===== config.mk =====
export PLATFORM = sky130hd
export DESIGN_NAME = lifo_reader_flat
export DESIGN_NICKNAME = d
export VERILOG_FILES = /design/src/rtl/lifo_reader_if.sv /design/src/rtl/lifo_reader.sv /design/src/flat_wrapper.sv
export SDC_FILE = /design/constraint.sdc
export NUM_CORES = 1
export LEC_CHECK = 0
export ABC_AREA = 0
export CORE_MARGIN = 1.5
export CORE_UTILIZATION = 46
export DETAILED_ROUTE_END_ITERATION = 8
export GPL_TIMING_DRIVEN = 0
export PLACE_DENSITY_LB_ADDON = 0.3
export SYNTH_ARGS = -nofsm -noshare
export SYNTH_HDL_FRONTEND = slang
export SYNTH_SLANG_ARGS = --single-unit

===== constraint.sdc =====
create_clock -name clk -period 5 [get_ports clk]
set_input_delay 1.25 -clock clk [delete_from_list [all_inputs] [get_ports clk]]
set_output_delay 1.25 -clock clk [all_outputs]
set_load 0.05 [all_outputs]

===== src/rtl/lifo_reader_if.sv =====
// Stack read port, start/length control and valid/ready output stream of lifo_reader.
interface lifo_reader_if #(
  parameter int unsigned DATA_W = 8,
  parameter int unsigned CNT_W  = 4
) ();
  logic              start;
  logic [CNT_W-1:0]  len;
  logic              lifo_empty;
  logic              lifo_re;
  logic [DATA_W-1:0] lifo_dout;
  logic [DATA_W-1:0] m_data;
  logic              m_valid;
  logic              m_ready;
  logic              busy;
  logic              done;
  logic [CNT_W-1:0]  word_cnt;

  // Reader side
  modport master (
    input  start, len, lifo_empty, lifo_dout, m_ready,
    output lifo_re, m_data, m_valid, busy, done, word_cnt
  );

  // Environment side (stack, controller and output sink)
  modport slave (
    output start, len, lifo_empty, lifo_dout, m_ready,
    input  lifo_re, m_data, m_valid, busy, done, word_cnt
  );
endinterface


===== src/rtl/lifo_reader.sv =====
// Drains a stack in pop order onto a valid/ready stream through a 2-entry skid buffer.
module lifo_reader #(
  parameter int unsigned DATA_W = 8,
  parameter int unsigned CNT_W  = 4
) (
  input  logic          clk,
  input  logic          rst,
  lifo_reader_if.master bus
);

  typedef enum logic [1:0] {
    S_IDLE  = 2'd0,
    S_RUN   = 2'd1,
    S_FLUSH = 2'd2,
    S_DONE  = 2'd3
  } state_e;

  state_e            state_q, state_d;
  logic [CNT_W-1:0]  target_q, target_d;
  logic [CNT_W-1:0]  cnt_q, cnt_d;
  logic              inflight_q;
  logic [DATA_W-1:0] head_q, head_d;
  logic [DATA_W-1:0] tail_q, tail_d;
  logic [1:0]        buf_cnt_q, buf_cnt_d;

  logic              xfer_c;
  logic [2:0]        occ_c;
  logic              pop_c;
  logic              busy_c;
  logic              done_c;
  logic              below_target_c;
  logic              last_pop_c;

  // Head leaves the buffer on this edge
  assign xfer_c = (buf_cnt_q != 2'd0) && bus.m_ready;

  // Buffer occupancy after this edge; a pop issued now lands one edge later,
  // so it is allowed only while that occupancy leaves room for it. Crediting
  // the departing head keeps one word per cycle under full throughput.
  assign occ_c = 3'(buf_cnt_q) - 3'(xfer_c) + 3'(inflight_q);

  assign below_target_c = (target_q == '0) || (cnt_q < target_q);
  assign last_pop_c     = (target_q != '0) && (CNT_W'(cnt_q + CNT_W'(1)) == target_q);

  // State register
  always_ff @(posedge clk or posedge rst) begin
    if (rst) state_q <= S_IDLE;
    else     state_q <= state_d;
  end

  // Next-state logic
  always_comb begin
    state_d = state_q;
    unique case (state_q)
      S_IDLE:  if (bus.start) state_d = S_RUN;
      S_RUN: begin
        if ((pop_c && last_pop_c) || (bus.lifo_empty && !pop_c)) state_d = S_FLUSH;
      end
      S_FLUSH: if (!inflight_q && (buf_cnt_q == 2'd0)) state_d = S_DONE;
      S_DONE:  state_d = S_IDLE;
      default: state_d = S_IDLE;
    endcase
  end

  // State-decoded outputs and pop issue
  always_comb begin
    pop_c  = 1'b0;
    busy_c = 1'b0;
    done_c = 1'b0;
    unique case (state_q)
      S_RUN: begin
        busy_c = 1'b1;
        pop_c  = !bus.lifo_empty && (occ_c < 3'd2) && below_target_c;
      end
      S_FLUSH: busy_c = 1'b1;
      S_DONE:  done_c = 1'b1;
      default: ;
    endcase
  end

  // Target/counter and output buffer next state
  always_comb begin
    target_d  = target_q;
    cnt_d     = cnt_q;
    head_d    = head_q;
    tail_d    = tail_q;
    buf_cnt_d = buf_cnt_q;

    if ((state_q == S_IDLE) && bus.start) begin
      target_d = bus.len;
      cnt_d    = '0;
    end else if (pop_c && (cnt_q != '1)) begin
      cnt_d = CNT_W'(cnt_q + CNT_W'(1));
    end

    unique case ({xfer_c, inflight_q})
      2'b11: begin
        if (buf_cnt_q == 2'd1) begin
          head_d = bus.lifo_dout;
        end else begin
          head_d = tail_q;
          tail_d = bus.lifo_dout;
        end
      end
      2'b10: begin
        head_d    = tail_q;
        buf_cnt_d = buf_cnt_q - 2'd1;
      end
      2'b01: begin
        if (buf_cnt_q == 2'd0) head_d = bus.lifo_dout;
        else                   tail_d = bus.lifo_dout;
        buf_cnt_d = buf_cnt_q + 2'd1;
      end
      default: ;
    endcase
  end

  // Datapath registers
  always_ff @(posedge clk or posedge rst) begin
    if (rst) begin
      target_q   <= '0;
      cnt_q      <= '0;
      inflight_q <= 1'b0;
      head_q     <= '0;
      tail_q     <= '0;
      buf_cnt_q  <= 2'd0;
    end else begin
      target_q   <= target_d;
      cnt_q      <= cnt_d;
      inflight_q <= pop_c;
      head_q     <= head_d;
      tail_q     <= tail_d;
      buf_cnt_q  <= buf_cnt_d;
    end
  end

  assign bus.lifo_re  = pop_c;
  assign bus.busy     = busy_c;
  assign bus.done     = done_c;
  assign bus.m_data   = head_q;
  assign bus.m_valid  = (buf_cnt_q != 2'd0);
  assign bus.word_cnt = cnt_q;

endmodule


===== src/flat_wrapper.sv =====
// flat-port wrapper written by rule: the top's interface ports become plain ports
module lifo_reader_flat 
#(
  parameter int unsigned DATA_W = 8,
  parameter int unsigned CNT_W  = 4
)
  (clk, rst, bus_start, bus_len, bus_lifo_empty, bus_lifo_dout, bus_m_ready, bus_lifo_re, bus_m_data, bus_m_valid, bus_busy, bus_done, bus_word_cnt);
  lifo_reader_if #(.DATA_W(DATA_W), .CNT_W(CNT_W)) bus_i ();
  input  logic clk;
  input  logic rst;
  input wire logic [$bits(bus_i.start)-1:0] bus_start;
  input wire logic [$bits(bus_i.len)-1:0] bus_len;
  input wire logic [$bits(bus_i.lifo_empty)-1:0] bus_lifo_empty;
  input wire logic [$bits(bus_i.lifo_dout)-1:0] bus_lifo_dout;
  input wire logic [$bits(bus_i.m_ready)-1:0] bus_m_ready;
  output wire logic [$bits(bus_i.lifo_re)-1:0] bus_lifo_re;
  output wire logic [$bits(bus_i.m_data)-1:0] bus_m_data;
  output wire logic [$bits(bus_i.m_valid)-1:0] bus_m_valid;
  output wire logic [$bits(bus_i.busy)-1:0] bus_busy;
  output wire logic [$bits(bus_i.done)-1:0] bus_done;
  output wire logic [$bits(bus_i.word_cnt)-1:0] bus_word_cnt;
  assign bus_i.start = bus_start;
  assign bus_i.len = bus_len;
  assign bus_i.lifo_empty = bus_lifo_empty;
  assign bus_i.lifo_dout = bus_lifo_dout;
  assign bus_i.m_ready = bus_m_ready;
  assign bus_lifo_re = bus_i.lifo_re;
  assign bus_m_data = bus_i.m_data;
  assign bus_m_valid = bus_i.m_valid;
  assign bus_busy = bus_i.busy;
  assign bus_done = bus_i.done;
  assign bus_word_cnt = bus_i.word_cnt;
  lifo_reader #(.DATA_W(DATA_W), .CNT_W(CNT_W)) u_core (.clk(clk), .rst(rst), .bus(bus_i));
endmodule

**After elaboration in Yosys (flattened, before gate mapping)**

Cells that the tools add are included.

- Register bits after elaboration: 29
- Output and inout bits: 16

- $add $sub $neg: 5
- Order comparisons: 2
- Equality and inequality tests: 15
- Mux-type cells: 16
- Reduce and logical (&&, ||, !) cells: 27

Operator list:

| cell | count |
|---|---|
| two-way mux 8 bit | 4 |
| case mux 8 bit (3 select lines) | 1 |
| case mux 8 bit (2 select lines) | 1 |
| logical AND 1 bit | 9 |
| equality test 2 bit, second input constant | 4 |
| two-way mux 4 bit | 2 |
| case mux 2 bit (4 select lines) | 1 |
| nonzero test 2 bit | 4 |
| equality test 2 x 1 -> 1 bit, second input constant | 3 |
| two-way mux 2 bit | 3 |
| != test 2 x 1 -> 1 bit, second input constant | 3 |
| != test 2 bit, second input constant | 3 |
| AND reduction 3 bit | 2 |
| adder 4 x 1 -> 4 bit, second input constant | 1 |
| equality test 4 bit | 1 |
| logical NOT 2 bit | 2 |
| logical NOT 4 bit | 1 |
| < comparator 4 bit | 1 |
| != test 4 bit, second input constant | 1 |
| case mux 2 bit (2 select lines) | 1 |
| nonzero test 4 bit | 1 |
| adder 3 x 1 -> 3 bit | 1 |
| logical NOT 1 bit | 3 |
| < comparator 3 x 2 -> 1 bit, second input constant | 1 |
| 8 further kinds | 11 |

**Logic depth before layout (Yosys ltp)**

Gate-level depths: netlist (run 1).

- Word-level depth: 13
- Depth in mapped cells: 13
- Gate-level depth less buffers: 11

**Worst setup path after synthesis (run 1)**

No wires, ideal clock.

- Path type: input to output
- Start point: in bus_m_ready
- End point: out bus_lifo_re
- Arrival: 3.610 ns
- Path slack: 0.140 ns
- Cell stages on the path: 9
- Path buffers: 2
- Cells stage by stage: nand2b_4 ha_1 clkbuf_1 clkbuf_1 nand2b_1 fa_1 xnor2_1 nand3_1 nor2_1

- Longest elaborated chain between the ends: 7

Ends and longest elaborated chain:

| element | RTL line | text |
|---|---|---|
| from (decl) | flat_wrapper.sv:15 | `input wire logic [$bits(bus_i.m_ready)-1:0] bus_m_ready;` |
| logical AND 1 bit | lifo_reader.sv:35 | `assign xfer_c = (buf_cnt_q != 2'd0) && bus.m_ready;` |
| subtractor 2 x 1 -> 3 bit | lifo_reader.sv:40 | `assign occ_c = 3'(buf_cnt_q) - 3'(xfer_c) + 3'(inflight_q);` |
| adder 3 x 1 -> 3 bit | lifo_reader.sv:40 |  |
| < comparator 3 x 2 -> 1 bit | lifo_reader.sv:73 | `pop_c = !bus.lifo_empty && (occ_c < 3'd2) && below_target_c;` |
| logical AND 1 bit (2 in series) | lifo_reader.sv:73 |  |
| two-way mux 1 bit | lifo_reader.sv:70 | `unique case (state_q)` |
| to (decl) | flat_wrapper.sv:16 | `output wire logic [$bits(bus_i.lifo_re)-1:0] bus_lifo_re;` |

Every way passes these cells.

**Worst setup path in the final report (run 1)**

Ends and elaborated chain as after synthesis.

==> results of run 1 <==
## metrics by stage
step / hold slack [ps] / setup WS (ps) / util [%]
after floorplan: 482 / 140 / -
after global placement: 462 / -1080 / 59.6
after detailed placement: 465 / -1160 / 59.6
after CTS: 479 / 26.1 / 62.7
after global routing: 507 / 52.8 / 63.0
final: 475 / 138 / 63.0
## sequential cells by signal (all words and copies together) (netlist names)
signal,count
u_core.inflight_q,1
u_core.bus.word_cnt,4
u_core.state_q,2
u_core.tail_q,8
u_core.buf_cnt_q,2
u_core.bus.m_data,8
u_core.target_q,4
## worst max-delay path, delay by kind of cell
kind,cells,cell delay [ps]
and+or+nand+nor,4,710
buffers and inverters,2,770
adders and majority gates,2,680
xor gates and xnor gates,1,200
## area by class of cell
cell class,count,area (um2),share of cell area [%]
repair buffers,32,318,13.4
clock buffers,7,86.3,3.64
well taps,48,60.1,2.53
multi-input cells,126,1090,46.0
plain buffers,3,21.3,0.896
inverters,11,41.3,1.74
flip-flops and latches,29,726,30.6
clock inverters,1,30.0,1.26
## routing by layer
layer / track usage [%] / vias to the layer above / wire length, um
met5: 0 / - / 0
met1: 27.2 / 744 / 1900
met2: 34.4 / 34 / 2090
li1: - / 713 / -
met4: 13.0 / 0 / 118
met3: 3.89 / 14 / 133
## power by group through the flow
stage / Combinational (uW) / Sequential [uW] / Clock (uW)
after floorplan: 598 / 539 / 0
after global placement: 903 / 433 / 0
after detailed placement: 938 / 445 / 0
after CTS: 945 / 441 / 256
after global routing: 1030 / 457 / 269
final: 948 / 442 / 253
## Yosys cell counts, drive strengths merged
cell type   n  area, um2
dfrtp      29        726
ha         13        163
mux2       13        146
inv        11       41.3
nand2      10       37.5
a221oi      9       78.8
a21o        8       61.3
a211oi      7       52.6
mux2i       7       70.1
a21oi       6       33.8
nor2        6       27.5
xnor2       6       60.1
a31oi       5       31.3
nand2b      4       32.5
buf         3       21.3
nand3       3       15.0
nor2b       3       18.8
a41oi       2       25.0
and3        2       17.5
clkbuf      2       7.51
nor3        2       10.0
o211ai      2       20.0
o21ai       2       10.0
or2         2       12.5
a21boi      1       11.3
a41o        1       10.0
and2b       1       7.51
and4        1       8.76
and4b       1       10.0
fa          1       20.0
nand3b      1       7.51
nor4        1       21.3
o211a       1       10.0
o21a        1       7.51
o221a       1       11.3
o31ai       1       7.51
or4         1       7.51
xor2        1       8.76
## cell families (layout without fill, tap and decap cells)
family	Yosys count	in the layout	synth area share (%)
buffers and inverters	16	54	3.75
flip-flops	29	29	38.8
adder cells (fa/ha/maj)	14	14	9.78
multiplexers	20	20	11.6
AO/OA/AOI/OAI	47	47	19.8
XOR/XNOR	7	7	3.68
AND/OR/NAND/NOR	38	38	12.5
## worst max-delay path by stage
stage                        endpoint        start
after CTS                 bus_lifo_re  bus_m_ready
after detailed placement  bus_lifo_re  bus_m_ready
after floorplan           bus_lifo_re  bus_m_ready
after global routing      bus_lifo_re  bus_m_ready
after global placement    bus_lifo_re  bus_m_ready
final                     bus_lifo_re  bus_m_ready
==> impl_metrics.csv, run 1 <==
group,metric,value,unit
die,design.die.area,4450,um2
cts,clockRootBuffer,"clkbuf_8",
sta,finalCritPeriodShare,97.2,%
finish,fillCellCount,294,
sta,final_count_of_hold_timing_violations,0,
finish,finish.net_count,239,
critical_path,worst-r2r-setup-slack,1910,ps
sta,finClkSkew,4.02,ps
status,status,"completed",
critical_path,cp_slowest_cell,"clkdlybuf4s50_1",
placed_design,dpl.cell_count,251,
logic_synthesis,syn_nets,202,
power,cellInternalPower,908,uW
die,top_level_ports,33,
cts,cts.clk_slew.worst_paths,60,ps
cts,cts_repair_resize_count,9,
critical_path,critical_path.startpoint_type,"primary input",
sta,grt_setup_unrepaired,"no",
die,core-area,3770,um2
power,max-vdd-ir-drop,354,uV
critical_path,timing.reg2reg.worst_path_depth,10,
route,viasPerCell,5.86,
logic_synthesis,summed_instance_area_of_the_synthesized_netlist,1870,um2
critical_path,path_cells,"clkdlybuf4s50_1, nand2b_4, ha_4, nand2b_1, fa_1, xnor2_1, nand3_1, nor2_4, buf_4",
finish,finished_layout_cell_area,2370,um2
route,drt-total-wl,4230,um
power,switching_share,44.8,%
finish,layout.cells.most_common_list,"31 x clkdlybuf4s50_1, 29 x dfrtp_1, 13 x mux2_2",
sta,final.min_clock_period,4860,ps
route,avgRoutedWirePerCell,16.5,um
finish,stdcell_count,257,
route,antenna_violating_nets_post_route,0,
route,drt_first_pass_iters,5,
cts,holdBufCountCts,0,
finish,n_antenna_cell,0,
cts,cts_buffers,5,
sta,slew_viol_final,0,
global_routing,grt_pass1_vias,1595,
placed_design,dp.final_hpwl,3120,um
placed_design,globalplace.congestion,0.863,
global_routing,number_of_antenna_violations_at_the_first_check_in_global_routing,0,
die,core.rowCount,22,
power,power.sequential.fraction,26.9,%
power,power-per-cell-area,692,nW/um2
global_routing,first_pass_grt_wire_length,7200,um
global_routing,largest_net_degree_at_the_start_of_global_routing,30,
critical_path,worst_r2r_startpoint,"u_core.buf_cnt_q[1]",
hold_path,min_delay_worst_endpoint,"u_core.bus.m_data[0]",
critical_path,crit-reg2reg-capture,"u_core.bus.word_cnt[3]",
placed_design,dpl_cell_area,2250,um2
sta,setup-violations-final,0,
sta,max_slew.worst_pin.slew,1140,ps
sta,timing.fmax,206,MHz
cts,clock_latency_at_the_later_pin_of_the_worst_skew_pair,290,ps
hold_path,hp-start,"u_core.bus.m_data[0]",
finish,final_layout_size_suffix_gt1_share,19.1,%
cts,tritoncts,"done",
sta,worst_slew_margin_rel,24.2,%
finish,most_common_cell_after_layout_fill_and_taps_aside,"clkdlybuf4s50_1",
hold_path,holdCritPathClass,"reg2reg",
run,number_of_max_cap_violations,0,
cts,cts.htree.levels,2,
critical_path,worstSetupEndpointType,"output pin",
critical_path,critPathArrivalTime,3610,ps
power,clock_power_share,15.4,%
logic_synthesis,synthesis.yosys.warnings,0,
power,p_sw,736,uW
critical_path,timing_worst_setup_path_type,"in2out",
hold_path,timing.hold.worst_path_depth,1,
sta,sum_of_negative_setup_slack,0,ps
finish,area_growth_syn_to_layout,27.1,%
logic_synthesis,yosysSeqAreaShare,38.8,%
critical_path,worstPathRequired,3750,ps
route,initialDrtViolationCount,83,
power,fin_total_pwr,1640,uW
placed_design,port_buffers,32,
cts,max-clock-path-buffers,2,
power,leak,0.00108,uW
cts,post_cts_buffers,0,
critical_path,path_max_fanout,21,
critical_path,cpPeakStageDelay,550,ps
route,num_vias,1505,
logic_synthesis,register_bit_total_from_synthesis,29,
logic_synthesis,synthDistinctLibCells,48,
die,chipHeight,66.7,um
global_routing,grt_overflow_total,0,
global_routing,grt_util_all_layers,21.6,%
logic_synthesis,synthesis.area_per_instance,10.9,um2
route,route.detailed.drc,0,
die,horiz_die_dim,66.7,um
logic_synthesis,postSynthCellCount,171,
cts,clock_sinks,29,
power,share_comb_of_total_power,57.7,%
die,initial_core_utilization,49.5,%
(Power assumes the default switching activity.)
==> inputs of run 2 (changes only) <==
- HOLD_SLACK_MARGIN: unset -> 0.08
- REMOVE_ABC_BUFFERS: unset -> 1
==> run 2 against run 1 <==
Effect of this change:
- routed wire length fell by 8.3%
- non-clock buffer count fell by 3
- hold slack improved by 9.7 ps
- critical path depth did not move
- sequential power barely moved
- final cell count fell by 1.2%
- fmax rose by 0.50%
- sequential share of layout area rose by 0.34 points
- largest cell class unchanged
==> impl_metrics.csv, run 2 (synthesis gave the netlist of run 1 again) <==
group,metric,value,unit
status,status,"completed",
finish,final_layout_size_suffix_gt1_share,18.0,%
cts,post_cts_buffers,0,
critical_path,cpPeakStageDelay,540,ps
global_routing,first_pass_grt_wire_length,6650,um
critical_path,path_max_fanout,21,
cts,max-clock-path-buffers,2,
finish,n_antenna_cell,0,
die,design.die.area,4450,um2
die,horiz_die_dim,66.7,um
global_routing,grt_pass1_vias,1448,
power,max-vdd-ir-drop,325,uV
sta,finClkSkew,2.02,ps
cts,cts_buffers,5,
critical_path,setup.worst_path.end,"bus_lifo_re",
cts,clock_latency_at_the_later_pin_of_the_worst_skew_pair,280,ps
route,drt_first_pass_iters,4,
route,antenna_violating_nets_post_route,0,
die,core.rowCount,22,
cts,clock_sinks,29,
route,avgRoutedWirePerCell,15.3,um
sta,slew_viol_final,0,
critical_path,timing.critical_path.max_delay_family,"buffers and inverters",
route,drt-total-wl,3880,um
cts,cts.clk_slew.worst_paths,60,ps
run,number_of_max_cap_violations,0,
finish,layout.cells.most_common_list,"31 x clkdlybuf4s50_1, 29 x dfrtp_1, 13 x mux2_2",
critical_path,cp_slowest_cell,"clkdlybuf4s50_1",
critical_path,critical_path.startpoint_type,"primary input",
die,top_level_ports,33,
global_routing,largest_net_degree_at_the_start_of_global_routing,30,
critical_path,timing.reg2reg.worst_path_depth,11,
finish,most_common_cell_after_layout_fill_and_taps_aside,"clkdlybuf4s50_1",
cts,clockRootBuffer,"clkbuf_8",
critical_path,worst-r2r-setup-slack,1970,ps
finish,finalCoreUtilization,62.3,%
sta,final.min_clock_period,4840,ps
placed_design,port_buffers,32,
hold_path,holdCritPathClass,"reg2reg",
die,initial_core_utilization,49.5,%
finish,finish.net_count,236,
critical_path,path_cells,"clkdlybuf4s50_1, nand2b_4, ha_4, nand2b_1, fa_1, xnor2_1, nand3_1, nor2_2, buf_4",
cts,tritoncts,"done",
critical_path,worstPathRequired,3750,ps
sta,grt_setup_unrepaired,"no",
route,num_vias,1473,
sta,final_count_of_hold_timing_violations,0,
sta,timing.fmax,207,MHz
die,core-area,3770,um2
die,chipHeight,66.7,um
placed_design,globalplace.congestion,0.894,
critical_path,critPathBufInv,2,
power,power-per-cell-area,689,nW/um2
critical_path,crit-reg2reg-capture,"u_core.state_q[0]",
route,initialDrtViolationCount,75,
sta,finalCritPeriodShare,96.8,%
finish,area_growth_syn_to_layout,25.7,%
critical_path,timing.critical_path.from,"bus_m_ready",
global_routing,grt_util_all_layers,20.0,%
critical_path,timing.critical_path.depth,9,
placed_design,dp.final_hpwl,2850,um
cts,cts.htree.levels,2,
sta,post_layout_worst_setup_margin,162,ps
sta,worst_slew_margin_rel,28.0,%
critical_path,worstSetupEndpointType,"output pin",
sta,setup-violations-final,0,
route,viasPerCell,5.80,
placed_design,worst_slack_placed,-830,ps
global_routing,number_of_antenna_violations_at_the_first_check_in_global_routing,0,
critical_path,worst_r2r_startpoint,"u_core.buf_cnt_q[1]",
route,route.detailed.drc,0,
sta,max_slew.worst_pin.slew,1080,ps
power,leak,0.00106,uW
critical_path,timing_worst_setup_path_type,"in2out",
global_routing,grt_overflow_total,0,
critical_path,critPathArrivalTime,3590,ps
[run 2: cell count changes in the layout (fill, tap and decap cells not counted)]
cell    previous run  this run
nor2_2             2         3
buf_6              1         0
nor2_4             1         0
buf_2              2         0
[run 2: layer usage]
layer	global-route usage, %	wire length [um]	vias up
met2	31.5	1890	31
li1	-	-	707
met5	0	0	-
met3	5.91	163	6
met1	26.5	1780	729
met4	6.38	53	0
[run 2: final cells by class]
class                           count  area (um2)
Fill cell                         283        1420
Multi-Input combinational cell    126        1090
Sequential cell                    29         726
Timing Repair Buffer               32         318
Clock buffer                        7        86.3
Tap cell                           48        60.1
Inverter                           11        41.3
Clock inverter                      1        30.0
[run 2: what timing repair did]
item | in CTS | in global routing
resized for setup | 8 | 1
gates cloned | 0 | 0
endpoints found under the setup margin | 1 | 1
hold buffers | 0 | 0
[run 2: worst min path at each step]
stage | from | endpoint | slack (ps) | cells past startpoint
floorplan | u_core.tail_q[6] | u_core.tail_q[6] | 480 | 1
global placement | u_core.bus.m_data[3] | u_core.bus.m_data[3] | 460 | 1
detailed placement | u_core.bus.m_data[0] | u_core.bus.m_data[0] | 470 | 1
CTS | u_core.bus.m_data[0] | u_core.bus.m_data[0] | 490 | 1
global route | u_core.bus.m_data[3] | u_core.bus.m_data[3] | 510 | 1
finish | u_core.bus.m_data[3] | u_core.bus.m_data[3] | 480 | 1
[run 2: through the flow]
stage          hold slack (ps)  TNS, ps  total power, uW  instances  area, um2
2_1_floorplan              482        0             1130        166       1840
3_3_place_gp               460     -780             1320        246       2220
3_5_place_dp               472     -830             1360        246       2220
4_1_cts                    494        0             1620        254       2340
5_1_grt                    510        0             1740        254       2350
6_report                   485        0             1620        254       2350
[run 2: power by group]
| group | internal (uW) | total (uW) | leakage (uW) | switching [uW] |
|---|---|---|---|---|
| Combinational | 401 | 929 | 0.000635 | 528 |
| Sequential | 341 | 439 | 0.000366 | 98.5 |
| Clock | 162 | 249 | 0.0000585 | 86.6 |
==> edit 1: new RTL, settings of run 1 <==
`CNT_W` is set to 4 in 3 places; all go to 5.
--- a/src/rtl/lifo_reader_if.sv
+++ b/src/rtl/lifo_reader_if.sv
@@ -2,5 +2,5 @@
 interface lifo_reader_if #(
   parameter int unsigned DATA_W = 8,
-  parameter int unsigned CNT_W  = 4
+  parameter int unsigned CNT_W  = 5
 ) ();
   logic              start;
--- a/src/rtl/lifo_reader.sv
+++ b/src/rtl/lifo_reader.sv
@@ -2,5 +2,5 @@
 module lifo_reader #(
   parameter int unsigned DATA_W = 8,
-  parameter int unsigned CNT_W  = 4
+  parameter int unsigned CNT_W  = 5
 ) (
   input  logic          clk,
--- a/src/flat_wrapper.sv
+++ b/src/flat_wrapper.sv
@@ -3,5 +3,5 @@
 #(
   parameter int unsigned DATA_W = 8,
-  parameter int unsigned CNT_W  = 4
+  parameter int unsigned CNT_W  = 5
 )
   (clk, rst, bus_start, bus_len, bus_lifo_empty, bus_lifo_dout, bus_m_ready, bus_lifo_re, bus_m_data, bus_m_valid, bus_busy, bus_done, bus_word_cnt);
Interface: changed (resized bus_len and bus_word_cnt); port bits go from 33 to 35. The function was not compared with the original's and may differ.
==> edit 1 against run 1 <==
First-iteration DRC count shrank 25%. Design area shrank 2.5%. Setup slack lost 0.0027 ns. Sequential share of layout area grew 2.9 points. Area after synthesis shrank 1.9%. Sequential cell count grew 2. Routed wire length shrank 7.3%. Total power shrank 11%.
==> edit 1: results (changes against run 1) <==
* Fillers at 328 (+12%)
* Largest stage delay, worst path at 0.51 ns (-0.04 ns)
* Antenna cells at 0 (unchanged)
* Skew final at 0.00962 ns (+0.00560 ns)
* Total GRT Usage at 0.206 (-0.0106)
* Slowest CP cell: clkdlybuf4s50_1
* Run status: complete, no violations
* Post-layout nets at 243 (+1.7%)
* Via Count at 1414 (-6.0%)
* R2r setup slk at 1.60 ns (-0.31 ns)
* Leakage power at 1.06 nW (-1.7%)
* Sw Share at 0.442 (-0.00534)
* Vias in the first global route at 1511 (-5.3%)
* Rel. slew slack at 0.210 (-0.0319)
* Register area share after synthesis at 0.423 (+0.0350)
* DR WL/cell at 15.3 µm (-7.3%)
* Post-DP Area at 2230 µm² (-0.72%)
* Worst skew pair latency at 0.29 ns (about the same)
* Crit-path max FO at 15 (-29%)
* Worst vdd ir at 0.334 mV (-5.6%)
* Post-CTS resize count at 7 (-2)
* Syn_nets at 203 (+0.50%)
* First-pass GRT wire length at 6690 µm (-7.2%)
* Share of cells above drive strength 1 at 0.134 (-0.0574)
* TritonRoute pass-1 iters at 4 (-1)
* Area contributors post-synth: dfrtp_1 (42%), ha_1 (10%), mux2_2 (8.6%)
* PortBufs at 34 (+6.3%)
* Largest net degree at the start of global routing at 32 (+6.7%)
* Num CTS Buffers at 5 (unchanged)
* Initial drt markers at 62 (-25%)
* Distinct cells, synth at 36 (-25%)
* Number of antenna violations at the first check in global routing at 0 (unchanged)
* Ys flop type: dfrtp_1
* GP Congestion at 0.860 (-0.34%)
* Synth top cells by count: dfrtp_1 (31), ha_1 (15), mux2_2 (14), nand2_1 (14), inv_1 (13)
* HPWL Detailed at 2940 µm (-5.9%)
edit 1: critical path, delay by kind of cell:
family | cells | cell delay [ns]
buffers and inverters | 2 | 0.74
XOR/XNOR | 1 | 0.16
AND/OR/NAND/NOR | 4 | 0.67
adder cells (fa/ha/maj) | 2 | 0.79
edit 1: power groups by stage:
stage               combinational, mW  sequential (mW)  clock (mW)
floorplan                       0.518            0.527           0
global placement                0.778            0.438           0
detailed placement              0.811            0.448           0
CTS                             0.816            0.445       0.206
global route                    0.886            0.460       0.217
finish                          0.811            0.447       0.203
edit 1: cell type report:
cell class | instances | area share
Multi-Input combinational cell | 120 | 0.428
Sequential cell | 31 | 0.335
Tap cell | 48 | 0.0259
Clock inverter | 1 | 0.00216
Inverter | 13 | 0.0211
Timing Repair Buffer | 34 | 0.146
Buffer | 4 | 0.00648
Clock buffer | 6 | 0.0357
edit 1: metrics by stage:
step	worst slack, ns	utilization	hold slack [ns]	cells
floorplan	0.337	-	0.482	169
global placement	-0.668	0.596	0.461	251
detailed placement	-0.706	0.596	0.469	251
CTS	0.133	0.619	0.484	257
global route	0.00851	0.619	0.502	257
finish	0.136	0.619	0.478	257
edit 1: worst paths after layout:
check | startpoint | endpoint | cells after the start
setup / recovery | bus_m_ready | bus_lifo_re | 9
hold / removal | u_core.bus.m_data[0]$_DFFE_PP0P_ | u_core.bus.m_data[0]$_DFFE_PP0P_ | 1
setup reg to reg | u_core.buf_cnt_q[1]$_DFFE_PP0N_ | u_core.bus.word_cnt[3]$_DFFE_PP0P_ | 11
hold reg to reg | u_core.bus.m_data[0]$_DFFE_PP0P_ | u_core.bus.m_data[0]$_DFFE_PP0P_ | 1
max in group asynchronous | rst | u_core.bus.word_cnt[2]$_DFFE_PP0P_ | 2
min in group asynchronous | rst | u_core.target_q[2]$_DFFE_PP0P_ | 2
edit 1: logic make-up (layout without fill, tap and decap cells):
group / after synthesis / after routing / share of synthesized area
adders and majority gates: 16 / 16 / 0.113
xor gates and xnor gates: 9 / 9 / 0.0430
and+or+nand+nor: 35 / 35 / 0.0970
muxes: 22 / 22 / 0.133
AOI/OAI and AO/OA: 38 / 38 / 0.154
buffers and inverters: 18 / 58 / 0.0369
DFF: 31 / 31 / 0.423
edit 1: per-layer routing:
layer	global-route usage	up-vias	part of all wire
li1	-	679	-
met1	0.228	678	0.42
met2	0.368	47	0.51
met3	0.0562	10	0.043
met4	0.0842	0	0.023
met5	0	-	0
==> edit 2: new RTL, config.mk and constraints of run 1 <==
Made on the original files. Encoding of `state_e`: now one-hot (4 bits for 4 states).
--- a/src/rtl/lifo_reader.sv
+++ b/src/rtl/lifo_reader.sv
@@ -9,9 +9,9 @@
 );
 
-  typedef enum logic [1:0] {
-    S_IDLE  = 2'd0,
-    S_RUN   = 2'd1,
-    S_FLUSH = 2'd2,
-    S_DONE  = 2'd3
+  typedef enum logic [3:0] {
+    S_IDLE  = 4'b0001,
+    S_RUN   = 4'b0010,
+    S_FLUSH = 4'b0100,
+    S_DONE  = 4'b1000
   } state_e;
 
Check against the original RTL: same outputs for any inputs over 10 cycles, from zero or initial values and one cycle with rst high; not proved beyond that.
==> edit 2 against run 1 <==
Total power decreased by 20%. First-iteration DRC count decreased by 36%. Largest power group unchanged. Setup slack improved by 0.069 ns. Routed wire length decreased by 12%. Sequential cell count increased by 2. Design area decreased by 4.2%. Clock power about the same. Area after synthesis decreased by 5.8%. Utilization decreased by 0.84 points.
==> edit 2: results (changes against run 1) <==
* CTS root buf: clkbuf_8
* Critical path data arrival time at 3.54 ns (-0.07 ns)
* Crit-path leading delay family: adder cells
* Initial drt markers at 53 (-36%)
* Fmax at 209 MHz (+1.4%)
* Setup crit start: bus_m_ready
* Worst vdd ir at 0.269 mV (-24%)
* Total GRT Usage at 0.197 (-0.0193)
* Worst r2r src: u_core.buf_cnt_q[1]$_DFFE_PP0N_
* Antenna cells at 0 (unchanged)
* Largest stage delay, worst path at 0.48 ns (-0.07 ns)
* Fillers at 295 (+0.34%)
* Distinct cells, synth at 36 (-25%)
* Sw Share at 0.406 (-0.0415)
* R2r setup slk at 1.88 ns (-0.03 ns)
* Crit-path max FO at 15 (-29%)
* Clk slew on worst S/H paths at 0.06 ns (about the same)
* Syn_nets at 195 (-3.5%)
* Largest net degree at the start of global routing at 32 (+6.7%)
* Number of antenna violations at the first check in global routing at 0 (unchanged)
* Slowest CP cell: clkdlybuf4s50_1
* Post-synthesis mux area share at 0.0996 (-0.0163)
* GP Congestion at 0.759 (-12%)
* R2r worst-path depth at 12 (+2)
* Synth top cells by count: dfrtp_1 (30), nand2_1 (16), mux2_2 (12), o21ai_0 (11)
* Slew of the pin with the lowest slew margin at 1.20 ns (+0.0658 ns)
* Synth Area in Adders at 0.0683 (-0.0295)
* First-pass GRT wire length at 6300 µm (-13%)
* Post-layout nets at 234 (-2.1%)
* Register area share after synthesis at 0.442 (+0.0532)
* Routed wire length at 3730 µm (-12%)
* Comb power frac at 0.491 (-0.086)
* Share of cells above drive strength 1 at 0.139 (-0.0526)
* Vias per cell at 5.43 (-7.3%)
* TritonRoute pass-1 iters at 4 (-1)
* Run status: complete, no violations
* Synth Area in Compound Gates at 0.177 (-0.0212)
* Area contributors post-synth: dfrtp_1 (43%), mux2_2 (7.7%), ha_1 (5.7%)
* Hold path startpoint: u_core.bus.m_data[7]$_DFFE_PP0P_
* Skew final at 0.00160 ns (-0.00242 ns)
* Worst hold stages at 1 (unchanged)
* Vias in the first global route at 1392 (-13%)
* Leakage power at 0.994 nW (-7.6%)
* PortBufs at 32 (unchanged)
* HPWL Detailed at 2750 µm (-12%)
* Hold Crit Class: reg -> reg
* Sequential Power Share at 0.316 (+0.047)
* Worst slack, placed at -0.914 ns (+0.243 ns)
* CTS H-tree depth at 2 (unchanged)
* Post-DP Area at 2140 µm² (-4.8%)
* Synth warn at 0 (unchanged)
* Asr flop ratio synth at 1.00 (unchanged)
* Clock Path Buffers at 2 (unchanged)
* Xor-xnor portion of the synthesized cell area at 0.0349 (-0.00199)
==> edit 2: repair_timing <==
item / CTS / global route
endpoints found under the setup margin: 1 / 1
resized for setup: 7 / 2
buffers inserted: 1 / 0
pin swaps: 1 / 0
==> edit 2: cell families after synthesis <==
kind of cell | Yosys count
xor+xnor | 7
simple gates | 47
mux | 16
flops | 31
compound gates | 42
fa+ha+maj | 9
buf+inv | 17
==> edit 2: path summary, 6_finish.rpt <==
check                                                     end
setup / recovery                                  bus_lifo_re
hold / removal               u_core.bus.m_data[7]$_DFFE_PP0P_
setup reg to reg           u_core.bus.word_cnt[0]$_DFFE_PP0P_
hold reg to reg              u_core.bus.m_data[7]$_DFFE_PP0P_
max in group asynchronous       u_core.state_q[3]$_DFFE_PP0P_
min in group asynchronous    u_core.bus.m_data[5]$_DFFE_PP0P_
==> edit 2: area by class of cell <==
type	count	share of cell area
buffer	6	0.0105
clock buffer	6	0.0363
clock inverter	2	0.0154
inverter	10	0.0165
multi-input combinational	121	0.409
sequential	31	0.342
tap	48	0.0264
timing repair buffer	33	0.145
==> edit 2: per-layer routing <==
layer  wire length, µm  vias to the layer above  GRT usage
li1                  -                      687          -
met5                 0                        -          0
met4                30                        0     0.0771
met1              1650                      678      0.226
met3               121                        4     0.0503
met2              1940                       26      0.349
==> edit 2: through the flow <==
stage / hold slack (ns) / TNS, ns / instances / total power, mW / util
6_report: 0.478 / 0 / 257 / 1.32 / 0.621
5_1_grt: 0.500 / 0 / 257 / 1.41 / 0.621
4_1_cts: 0.485 / 0 / 257 / 1.32 / 0.618
3_5_place_dp: 0.470 / -0.914 / 249 / 1.06 / 0.584
3_3_place_gp: 0.463 / -0.832 / 249 / 1.03 / 0.584
2_1_floorplan: 0.482 / 0 / 169 / 0.894 / -
